==> src/rtl/axi_pattern_responder.sv <==
// axi_pattern_responder
//   AXI4 target that answers host-initiated bursts with an address-derived
//   pattern. The 32-bit word at byte address A is A[31:0] ^ SEED. Read bursts
//   return the pattern. Write bursts are compared against it under wstrb.
//   Beat and error counters plus a sticky fail flag report the result.
//
// Ports
//   i_clk, nap_rstn        clock; asynchronous active-low reset
//   i_clear                synchronous clear of counters and o_fail
//   i_inject               one-shot rdata bit-0 corruption request
//                          (only when ACX_PATTERN_RSP_ERR_INJECT_EN is defined)
//   aw*/w*/b*              write address / data / response channels
//   ar*/r*                 read address / data channels
//   o_wr_beats, o_rd_beats accepted W beats / delivered R beats (wrap)
//   o_err_count, o_fail    mismatching W beats (saturating) / sticky flag
//
// Optional feature macro: ACX_PATTERN_RSP_ERR_INJECT_EN
module axi_pattern_responder #(
  parameter int unsigned DATA_WIDTH = 256,
  parameter int unsigned ADDR_WIDTH = 42,
  parameter int unsigned ID_WIDTH   = 8,
  parameter logic [31:0] SEED       = 32'h5A5A_0000
) (
  input  logic                    i_clk,
  input  logic                    nap_rstn,
  input  logic                    i_clear,
  input  logic                    i_inject,
  input  logic [ID_WIDTH-1:0]     awid,
  input  logic [ADDR_WIDTH-1:0]   awaddr,
  input  logic [7:0]              awlen,
  input  logic                    awvalid,
  output logic                    awready,
  input  logic [DATA_WIDTH-1:0]   wdata,
  input  logic [DATA_WIDTH/8-1:0] wstrb,
  input  logic                    wlast,
  input  logic                    wvalid,
  output logic                    wready,
  output logic [ID_WIDTH-1:0]     bid,
  output logic [1:0]              bresp,
  output logic                    bvalid,
  input  logic                    bready,
  input  logic [ID_WIDTH-1:0]     arid,
  input  logic [ADDR_WIDTH-1:0]   araddr,
  input  logic [7:0]              arlen,
  input  logic                    arvalid,
  output logic                    arready,
  output logic [ID_WIDTH-1:0]     rid,
  output logic [DATA_WIDTH-1:0]   rdata,
  output logic [1:0]              rresp,
  output logic                    rlast,
  output logic                    rvalid,
  input  logic                    rready,
  output logic [31:0]             o_wr_beats,
  output logic [31:0]             o_rd_beats,
  output logic [15:0]             o_err_count,
  output logic                    o_fail
);

  localparam int unsigned LANES  = DATA_WIDTH / 32;
  localparam int unsigned STRB_W = DATA_WIDTH / 8;

  typedef enum logic [1:0] {W_IDLE, W_DATA, W_RESP} w_state_e;
  typedef enum logic       {R_IDLE, R_DATA}         r_state_e;

  w_state_e              w_state_q, w_state_d;
  logic [ID_WIDTH-1:0]   w_id_q, w_id_d;
  logic [31:0]           w_addr_q, w_addr_d;
  logic [7:0]            w_len_q, w_len_d;
  logic [7:0]            w_beat_q, w_beat_d;
  r_state_e              r_state_q, r_state_d;
  logic [ID_WIDTH-1:0]   r_id_q, r_id_d;
  logic [31:0]           r_addr_q, r_addr_d;
  logic [7:0]            r_len_q, r_len_d;
  logic [7:0]            r_beat_q, r_beat_d;
  logic [31:0]           wr_beats_q, wr_beats_d;
  logic [31:0]           rd_beats_q, rd_beats_d;
  logic [15:0]           err_count_q, err_count_d;
  logic                  fail_q, fail_d;
  logic                  inj_armed_q, inj_armed_d;

  logic                  w_hs, r_hs, mismatch, data_err, len_err;
  logic [16:0]           err_sum;
  logic [DATA_WIDTH-1:0] w_pat;

  // Only address bits [31:5] feed the pattern; the rest are don't-care.
`ifdef ACX_PATTERN_RSP_ERR_INJECT_EN
  logic unused_bits;
  assign unused_bits = ^{awaddr[ADDR_WIDTH-1:32], awaddr[4:0],
                         araddr[ADDR_WIDTH-1:32], araddr[4:0]};
`else
  logic unused_bits;
  assign unused_bits = ^{awaddr[ADDR_WIDTH-1:32], awaddr[4:0],
                         araddr[ADDR_WIDTH-1:32], araddr[4:0], i_inject};
`endif

  function automatic logic [DATA_WIDTH-1:0] pattern(input logic [31:0] base);
    logic [DATA_WIDTH-1:0] p;
    p = '0;
    for (int unsigned k = 0; k < LANES; k++) begin
      p[32*k +: 32] = (base + 32'(4*k)) ^ SEED;
    end
    return p;
  endfunction

  assign awready = (w_state_q == W_IDLE);
  assign wready  = (w_state_q == W_DATA);
  assign bvalid  = (w_state_q == W_RESP);
  assign bid     = bvalid ? w_id_q : '0;
  assign bresp   = 2'b00;

  assign arready = (r_state_q == R_IDLE);
  assign rvalid  = (r_state_q == R_DATA);
  assign rlast   = rvalid && (r_beat_q == r_len_q);
  assign rid     = rvalid ? r_id_q : '0;
  assign rresp   = 2'b00;
  assign rdata   = rvalid ? (pattern(r_addr_q) ^ {{(DATA_WIDTH-1){1'b0}}, inj_armed_q}) : '0;

  assign w_hs = wready && wvalid;
  assign r_hs = rvalid && rready;

  always_comb begin
    w_pat    = pattern(w_addr_q);
    mismatch = 1'b0;
    for (int unsigned b = 0; b < STRB_W; b++) begin
      if (wstrb[b] && (wdata[8*b +: 8] != w_pat[8*b +: 8])) mismatch = 1'b1;
    end
  end

  // wlast terminates the burst; a length disagreement with awlen is a
  // separate error, so one beat can add two to the error count.
  assign data_err = w_hs && mismatch;
  assign len_err  = w_hs && wlast && (w_beat_q != w_len_q);
  assign err_sum  = {1'b0, err_count_q} + {16'd0, data_err} + {16'd0, len_err};

  always_comb begin
    w_state_d = w_state_q;
    w_id_d    = w_id_q;
    w_addr_d  = w_addr_q;
    w_len_d   = w_len_q;
    w_beat_d  = w_beat_q;
    unique case (w_state_q)
      W_IDLE: if (awvalid) begin
        w_state_d = W_DATA;
        w_id_d    = awid;
        w_addr_d  = {awaddr[31:5], 5'b0};
        w_len_d   = awlen;
        w_beat_d  = '0;
      end
      W_DATA: if (wvalid) begin
        w_addr_d = w_addr_q + 32'd32;
        w_beat_d = w_beat_q + 8'd1;
        if (wlast) w_state_d = W_RESP;
      end
      W_RESP: if (bready) w_state_d = W_IDLE;
      default: w_state_d = W_IDLE;
    endcase
  end

  always_comb begin
    r_state_d = r_state_q;
    r_id_d    = r_id_q;
    r_addr_d  = r_addr_q;
    r_len_d   = r_len_q;
    r_beat_d  = r_beat_q;
    unique case (r_state_q)
      R_IDLE: if (arvalid) begin
        r_state_d = R_DATA;
        r_id_d    = arid;
        r_addr_d  = {araddr[31:5], 5'b0};
        r_len_d   = arlen;
        r_beat_d  = '0;
      end
      R_DATA: if (rready) begin
        r_addr_d = r_addr_q + 32'd32;
        r_beat_d = r_beat_q + 8'd1;
        if (r_beat_q == r_len_q) r_state_d = R_IDLE;
      end
      default: r_state_d = R_IDLE;
    endcase
  end

  always_comb begin
    wr_beats_d  = wr_beats_q + {31'd0, w_hs};
    rd_beats_d  = rd_beats_q + {31'd0, r_hs};
    err_count_d = err_sum[16] ? 16'hFFFF : err_sum[15:0];
    fail_d      = fail_q || data_err || len_err;
    if (i_clear) begin
      wr_beats_d  = '0;
      rd_beats_d  = '0;
      err_count_d = '0;
      fail_d      = 1'b0;
    end
  end

  // A pulse while armed is absorbed; delivery of the corrupted beat disarms.
  always_comb begin
`ifdef ACX_PATTERN_RSP_ERR_INJECT_EN
    inj_armed_d = inj_armed_q;
    if (r_hs && inj_armed_q) inj_armed_d = 1'b0;
    else if (i_inject)       inj_armed_d = 1'b1;
`else
    inj_armed_d = 1'b0;
`endif
  end

  always_ff @(posedge i_clk or negedge nap_rstn) begin
    if (!nap_rstn) begin
      w_state_q   <= W_IDLE;
      w_id_q      <= '0;
      w_addr_q    <= '0;
      w_len_q     <= '0;
      w_beat_q    <= '0;
      r_state_q   <= R_IDLE;
      r_id_q      <= '0;
      r_addr_q    <= '0;
      r_len_q     <= '0;
      r_beat_q    <= '0;
      wr_beats_q  <= '0;
      rd_beats_q  <= '0;
      err_count_q <= '0;
      fail_q      <= 1'b0;
      inj_armed_q <= 1'b0;
    end else begin
      w_state_q   <= w_state_d;
      w_id_q      <= w_id_d;
      w_addr_q    <= w_addr_d;
      w_len_q     <= w_len_d;
      w_beat_q    <= w_beat_d;
      r_state_q   <= r_state_d;
      r_id_q      <= r_id_d;
      r_addr_q    <= r_addr_d;
      r_len_q     <= r_len_d;
      r_beat_q    <= r_beat_d;
      wr_beats_q  <= wr_beats_d;
      rd_beats_q  <= rd_beats_d;
      err_count_q <= err_count_d;
      fail_q      <= fail_d;
      inj_armed_q <= inj_armed_d;
    end
  end

  assign o_wr_beats  = wr_beats_q;
  assign o_rd_beats  = rd_beats_q;
  assign o_err_count = err_count_q;
  assign o_fail      = fail_q;

endmodule

==> config.mk <==
export PLATFORM = sky130hd
export DESIGN_NAME = axi_pattern_responder
export DESIGN_NICKNAME = d
export VERILOG_FILES = /design/src/rtl/axi_pattern_responder.sv
export SDC_FILE = /design/constraint.sdc
export NUM_CORES = 1
export LEC_CHECK = 0
export ABC_AREA = 0
export CORE_AREA = 3 3 305 307
export DETAILED_ROUTE_END_ITERATION = 10
export DIE_AREA = 0 0 308 310
export SLEW_MARGIN = 5
export SYNTH_ARGS = -nofsm -noshare
export SYNTH_HDL_FRONTEND = slang
export SYNTH_SLANG_ARGS = --single-unit
==> constraint.sdc <==
create_clock -name i_clk -period 4.63 [get_ports i_clk]
set_clock_uncertainty 0.2 [all_clocks]
set_input_delay 1.1575 -clock i_clk [delete_from_list [all_inputs] [get_ports i_clk]]
set_output_delay 1.1575 -clock i_clk [all_outputs]
set_load 0.01 [all_outputs]
==> results of run 1 <==
-- per-layer routing --
metal  global-route usage (%)  up-vias  part of all wire [%]
met5                        0        -                  0.13
met4                     4.34       12                   2.4
li1                         -     6506                     -
met3                     4.21       65                   8.9
met1                     16.5     6550                    42
met2                     20.3      573                    46
-- registers in the layout (all words and copies together), names as in the netlist --
signal and cells:
o_err_count 16, o_fail 1, o_rd_beats 32, o_wr_beats 32, r_addr_q 27, r_beat_q 8
r_id_q 8, r_len_q 8, rvalid 1, w_addr_q 27, w_beat_q 8, w_id_q 8
w_len_q 8, w_state_q 2
-- power by group --
part / internal, mW / switching [mW] / total, mW
Sequential: 2.03 / 0.995 / 3.03
Combinational: 3.54 / 3.02 / 6.56
Clock: 0.893 / 0.802 / 1.69
-- per-stage QoR --
stage	power, mW	setup WS (ps)
6_report	11.3	78.0
5_1_grt	12.0	11.7
3_3_place_gp	9.61	-459
3_5_place_dp	9.65	-461
4_1_cts	11.4	85.2
2_1_floorplan	6.72	445
-- placed cells by master, fill, tap and decap left out, types with 25 or more instances in the layout --
cell / n
sky130_fd_sc_hd__clkdlybuf4s50_1: 710
sky130_fd_sc_hd__dfrtp_1: 185
sky130_fd_sc_hd__xnor2_1: 165
sky130_fd_sc_hd__xor2_1: 147
sky130_fd_sc_hd__nor2_1: 137
sky130_fd_sc_hd__nand2_1: 130
sky130_fd_sc_hd__nand4_1: 91
sky130_fd_sc_hd__o21ai_0: 81
sky130_fd_sc_hd__a21oi_1: 75
sky130_fd_sc_hd__and2_1: 74
sky130_fd_sc_hd__buf_4: 58
sky130_fd_sc_hd__nand3_1: 55
sky130_fd_sc_hd__conb_1: 32
sky130_fd_sc_hd__and3_1: 25
-- critical path: stages --
cell and delay [ps]:
sky130_fd_sc_hd__clkdlybuf4s50_1 460, sky130_fd_sc_hd__nor4_2 370, sky130_fd_sc_hd__nand2_1 120, sky130_fd_sc_hd__o41ai_1 290, sky130_fd_sc_hd__buf_4 200, sky130_fd_sc_hd__nand4_1 90
sky130_fd_sc_hd__nor4_1 400, sky130_fd_sc_hd__buf_4 220, sky130_fd_sc_hd__a21oi_1 80, sky130_fd_sc_hd__fa_1 420, sky130_fd_sc_hd__ha_1 210, sky130_fd_sc_hd__inv_1 50
sky130_fd_sc_hd__nor2_1 50, sky130_fd_sc_hd__and3_1 220, sky130_fd_sc_hd__nand3_1 140, sky130_fd_sc_hd__buf_12 150, sky130_fd_sc_hd__a21oi_1 70
-- how the worst min path moves through the flow --
stage	to	cells after the start
5_1_grt	r_id_q[4]$_DFFE_PN0P_	2
2_1_floorplan	r_id_q[0]$_DFFE_PN0P_	2
6_report	r_id_q[4]$_DFFE_PN0P_	2
3_5_place_dp	r_id_q[4]$_DFFE_PN0P_	2
3_3_place_gp	r_id_q[1]$_DFFE_PN0P_	2
4_1_cts	r_id_q[4]$_DFFE_PN0P_	2
-- area by class of cell --
cell class | count | area [µm²]
fillers | 9813 | 68000
multi-input cells | 1207 | 7760
repair buffers | 774 | 7640
flip-flops and latches | 186 | 4660
well taps | 1176 | 1470
clock buffers | 19 | 443
clock inverters | 13 | 199
inverters | 19 | 71.3
diodes | 11 | 27.5
-- logic make-up after synthesis --
kind of cell             synth area share (%)
multiplexers                             2.14
XOR/XNOR                                 19.4
AND/OR/NAND/NOR                          22.2
other                                  0.0267
flip-flops                               33.1
AO/OA/AOI/OAI                            9.37
buffers and inverters                    12.7
adder cells (fa/ha/maj)                  1.03
==> summary.md, run 1 <==
The flow ran to the end, and the final reports show no timing, DRC or antenna violations. Critical path class: primary input to flop. The count of port buffers added during placement works out to 713. Ranked by instance count, the synthesized netlist is headed by sky130_fd_sc_hd__dfrtp_1, sky130_fd_sc_hd__buf_4, sky130_fd_sc_hd__xnor2_1, sky130_fd_sc_hd__xor2_1, sky130_fd_sc_hd__nor2_1. After the last flow step, the layout net total stands at 2630. No sink is reached through more buffers than the 2 on the longest clock path. The total of endpoints with negative setup slack in the final report was 0. In the post-synthesis netlist, the cell with the most instances is sky130_fd_sc_hd__dfrtp_1.

Wires add up to 65.3 mm. Routability-driven placement finished with a final weighted congestion of 0.846. The worst path needs 4550 ps of the cycle, external delays included.

The die is 310 µm tall. The arrival time of data at the critical path endpoint was 4700 ps; the period utilization was 98.3%. The logs give 945 for the number of DRC markers in iteration 0 and 0 for the hold-fix buffer count after cts. The predominant post-synthesis flop cell is sky130_fd_sc_hd__dfrtp_1. In this run the critical register-to-register path is captured at o_err_count[4]$_DFF_PN0_.

The tools report the HPWL after detailed placement as 52.7 mm. The starting density of the core was 15.6%. STA classifies the critical path startpoint as a primary input. In this run the critical register-to-register path is launched from w_addr_q[26]$_DFFE_PN0P_.

The tools report the remaining antenna violation count after routing as 0. The run gives 22 as the initial antenna violation count. The floorplan has 110 rows.

The most critical setup path has its startpoint at wdata[128]. At the pin with the least slew margin, the transition time is 909 ps. The detail-routed via count per cell was 4.03.

The per-instance average area after synthesis came out at 8.51 µm². The number of standard cells in the final layout excluding fillers is 3405. The tools report the root cell of the clock tree as sky130_fd_sc_hd__clkbuf_16. The run gives 61 as the count of different cell masters after synthesis.

The total core area is 0.0903 mm², and the clock latency at the later pin of the worst-skew pair is 480 ps. In this run the static leakage power is 8.48 nW. The horizontal extent of the die is 308 µm, and the final-layout setup total negative slack is 0 ps. Setup repair after global routing left no endpoint under its margin. The proportion of register bits with asynchronous set or reset after synthesis works out to 100%.

The global-route wire length before repair is 90.0 mm. Including well taps, the total number of placed cells is 3362. The clock net in this run drives a total of 186 sinks. The worst reg-to-reg path cell count was 16; the synthesis warning total was 0.

Of the cells placed in the final design, the portion with a size suffix greater than 1 is 6.13%. The largest total area in the synthesized netlist belongs to sky130_fd_sc_hd__dfrtp_1. TritonCTS built the clock tree. The logs give 4 for the depth of the CTS H-tree and 0.293 mV for the worst ir drop on vdd. In this run, synthesis inferred 0 flip-flops with an integrated enable.

For the worst max-slew margin expressed relative to the limit, the log shows 39.4%. The fraction of synthesized cell area taken by the top area cell type is 33.1%, and the number of register bits inferred by synthesis is 186. The number of post-CTS setup repair buffers came out at 0.

The maximum clock frequency was 220 MHz. At the worst endpoint, the required time is 4780 ps. The tools report the kind of end point of the critical path as a flop. The die covers 0.0955 mm². The run gives 24.7% as the utilization of the core after routing. The largest driver fanout on the critical path was 13. For the maximum number of pins on one net before global-route repair, the log shows 121.

Clock-pin slew was measured on the worst setup and hold paths at 80 ps. The most critical setup path has its endpoint at o_err_count[4]$_DFF_PN0_. For the count of TritonRoute iterations in the first routing pass, the log shows 7.

Dividing total power by cell area gives a power density of 506 mW/mm². In this run the cell area of the synthesized design comes to 0.0141 mm². Buffers inserted during clock tree synthesis total 17. The logs give 0 for the number of gates resized after cts and 13700 for the number of vias in the routed layout. The tools report the final count of hold timing violations as 0. Summing all non-filler instances in the final layout gives an area of 0.0223 mm². Class of the tightest hold or removal check: flop to flop. After detailed routing, the number of remaining DRC violations is 0.

The number of global-route vias before repair was 13200; the total overflow reported by the global router was 0. 777 I/O pins were placed. Counting every instance in the synthesized netlist gives 1653. Max-cap violations in this run came to 0. The worst register-to-register path has a setup slack of 520 ps. After detailed routing, the average wire length per cell comes to 19.2 µm. Area of placed instances: 0.0216 mm². Across all hold checks on the routed design, the worst slack comes to 270 ps.

The part of the Yosys area used for sequential elements came out at 33.1%. For the aggregate global-route resource usage, the log shows 12.8%. The startpoint identified for the worst hold timing path is r_id_q[4]$_DFFE_PN0P_. The area growth from synthesis to layout is 58.4%.

For the final max-slew violation count, the log shows 0. By area the synthesized netlist is led by sky130_fd_sc_hd__dfrtp_1, sky130_fd_sc_hd__xnor2_1, sky130_fd_sc_hd__buf_4.
Note: power is estimated with default switching activity, not from simulation.
==> inputs of run 2 (changes only) <==
--- a/config.mk
+++ b/config.mk
@@ -13,3 +13,4 @@
 export SYNTH_ARGS = -nofsm -noshare
 export SYNTH_HDL_FRONTEND = slang
 export SYNTH_SLANG_ARGS = --single-unit
+export TNS_END_PERCENT = 20
==> results of run 2 <==
Same layout as run 1: the final DEF is identical, and so are final timing and power.
==> inputs of run 3 (changes only) <==
--- a/config.mk
+++ b/config.mk
@@ -6,9 +6,11 @@
 export NUM_CORES = 1
 export LEC_CHECK = 0
 export ABC_AREA = 0
-export CORE_AREA = 3 3 305 307
+export CORE_AREA = 3 3 299 301
+export CTS_BUF_LIST = sky130_fd_sc_hd__clkbuf_8
 export DETAILED_ROUTE_END_ITERATION = 10
-export DIE_AREA = 0 0 308 310
+export DIE_AREA = 0 0 302 304
+export HOLD_SLACK_MARGIN = 0.12
 export SLEW_MARGIN = 5
 export SYNTH_ARGS = -nofsm -noshare
 export SYNTH_HDL_FRONTEND = slang
==> constraint.sdc (replaced) <==
create_clock -name i_clk -period 4.1 [get_ports i_clk]
set_clock_uncertainty 0.2 [all_clocks]
set_input_delay 1.025 -clock i_clk [delete_from_list [all_inputs] [get_ports i_clk]]
set_output_delay 1.025 -clock i_clk [all_outputs]
set_load 0.01 [all_outputs]
==> summary.md, run 3 (synthesized netlist as in run 1, its figures left out) <==
After filler insertion, the fill cell instance count of the layout stands at 9344. The HPWL after detailed placement came out at 52.0 mm. Entering global routing, the biggest net connects 121 pins.

The detail-routed via count per cell was 4.07; the clock-pin slew on the worst setup and hold paths was 110 ps. The congestion estimate from routability-driven global placement came to 0.923. Setup violations remaining at the end of the flow were counted as 0. Including well taps, the total number of placed cells is 3365. Leaving out fill and tap cells, the most frequent cell in the layout is sky130_fd_sc_hd__clkdlybuf4s50_1. After detailed routing, the average wire length per cell comes to 18.9 µm. The final critical-path required period works out to 4060 ps. The final critical path takes up 98.9% of the cycle.

Critical path class: primary input to flop. The floorplan step set the die height to 304 µm. The tree is rooted in a sky130_fd_sc_hd__clkbuf_8. Initial antenna violation count: 16. For this design the static power due to leakage is 8.53 nW. The flow ran to the end, and the final reports show no timing, DRC or antenna violations.

The run gives 4320 ps as the required time of the critical path. Compared with the post-synthesis result, the final layout area differs by 58.4%. The power density normalized to cell area was 551 mW/mm²; the count of unresolved DRC violations after routing was 0.

The largest driver fanout on the critical path was 5. Setup total negative slack on the finished layout was measured at 0 ps. The run gives 13500 as the number of global-route vias before repair. For the top-level I/O count, the log shows 777.

The number of placement rows was 108; the total core area was 0.0869 mm². The die covers 0.0918 mm². At the worst endpoint, the arrival time is 4280 ps.

For the pin with the worst max-slew slack, the measured transition is 893 ps. No sink is reached through more buffers than the 2 on the longest clock path. TritonCTS built the clock tree. The tool flagged a number of max-cap violations equal to 0. The number of DRC markers in iteration 0 was 809; the final count of hold timing violations was 0.

The worst ir drop on vdd was 0.439 mV; the net total in the final layout was 2655. The worst setup path is captured at a flop. STA classifies the critical path startpoint as a primary input. The origin of the worst min-delay path is r_id_q[5]$_DFFE_PN0P_. The count of cells in the finished layout, fillers not included, comes to 3403. In this run, CTS created clock tree buffers numbering 17. The clock latency at the later pin of the worst-skew pair was 560 ps. Once detail routing completed, the nets flagged for antenna violations numbered 0. The number of hold buffers added after CTS was 0. Maximum clock frequency: 247 MHz. The launch point of the critical path is wdata[163]. The tools report the clock sink total as 186. The pre-antenna-repair detailed-routing pass consisted of 5 iterations. The class of the tightest hold or removal check was flop to flop.

The first global-routing pass estimated 92.1 mm of wire. For this block, the routed nets add up to 64.3 mm of wire. The die is 302 µm wide.

For this run the aggregate overflow at the end of global routing stands at 0. The worst max-slew margin expressed relative to the limit was 40.5%; the count of port buffers added during placement was 713. The worst register-to-register path begins at w_addr_q[30]$_DFFE_PN0P_. The final max-slew violation count was 0; the aggregate global-route resource usage was 13.5%.

For this configuration, the core starts out at a cell density of 16.2%. The tools report the depth of the CTS H-tree as 4. Leaving out fill and tap cells, the most frequent cells in the layout are sky130_fd_sc_hd__clkdlybuf4s50_1, sky130_fd_sc_hd__dfrtp_1, sky130_fd_sc_hd__xnor2_1.

Cells with a size suffix above 1 make up 7.63% of the layout. Summing over every cut layer, the via total after detailed routing is 13900.
run 3: cell types whose count changed in the layout (fill, tap and decap cells not counted), sizes merged:
cell	delta
diode	-5
clkinvlp	-1
buf	+24
bufinv	-3
dlymetal6s2s	+1
inv	-1
clkinv	+6
clkbuf	-2
run 3: area by class of cell:
cell class	instances	area (µm²)	area share (%)
multi-input cells	1207	7860	35.3
repair buffers	799	7840	35.2
flip-flops and latches	186	4660	20.9
well taps	1155	1450	6.49
clock buffers	17	234	1.05
clock inverters	14	156	0.702
inverters	19	71.3	0.320
diodes	6	15.0	0.0674
run 3: routing by layer:
| layer | GRT usage (%) | part of all wire [%] |
|---|---|---|
| met1 | 17.2 | 43 |
| met2 | 21.6 | 46 |
| met3 | 4.12 | 8.0 |
| met4 | 4.49 | 2.6 |
| met5 | 0 | 0.12 |
run 3: metrics by stage:
stage                     util, %  setup slack (ps)  instance area (µm²)  hold WS, ps  power (mW)
after floorplan                 -              47.6                14200          238        7.58
after detailed placement     25.0             -1250                21700          255        11.0
final                        25.6              44.6                22300          279        12.3
after global routing         25.6             -2.90                22300          284        13.1
after global placement       25.0             -1220                21700          251        10.9
after CTS                    25.5              35.9                22200          243        12.4
run 3: critical path: stages:
cell and delay [ps]:
sky130_fd_sc_hd__clkdlybuf4s50_1 410, sky130_fd_sc_hd__nor4b_2 260, sky130_fd_sc_hd__nand2_1 140, sky130_fd_sc_hd__o41ai_4 350, sky130_fd_sc_hd__nand4_1 300, sky130_fd_sc_hd__nor4_4 400
sky130_fd_sc_hd__buf_4 180, sky130_fd_sc_hd__a21oi_2 50, sky130_fd_sc_hd__fa_2 380, sky130_fd_sc_hd__ha_4 180, sky130_fd_sc_hd__inv_1 40, sky130_fd_sc_hd__nor2_1 50
sky130_fd_sc_hd__buf_4 150, sky130_fd_sc_hd__nand4_1 110, sky130_fd_sc_hd__xor2_1 150, sky130_fd_sc_hd__a21oi_1 90
run 3: path summary, 6_finish.rpt:
path	cells past startpoint	endpoint	slack, ps
max	16	o_err_count[8]$_DFF_PN0_	40
max reg2reg	16	o_err_count[8]$_DFF_PN0_	260
max in group asynchronous	2	r_len_q[2]$_DFFE_PN0P_	2510
min	2	r_id_q[5]$_DFFE_PN0P_	280
min reg2reg	2	r_id_q[5]$_DFFE_PN0P_	280
min in group asynchronous	1	r_id_q[2]$_DFFE_PN0P_	290
run 3: what timing repair did:
item	4_1_cts	5_1_grt
endpoints found under the setup margin	16	16
gates resized for setup	11	14
pin swaps	5	8
setup buffers	0	1
run 3: power breakdown:
group	switching, mW	internal [mW]	total (mW)
clock	0.886	0.454	1.34
sequential	0.931	2.30	3.23
combinational	3.57	4.12	7.70
total	5.39	6.88	12.3
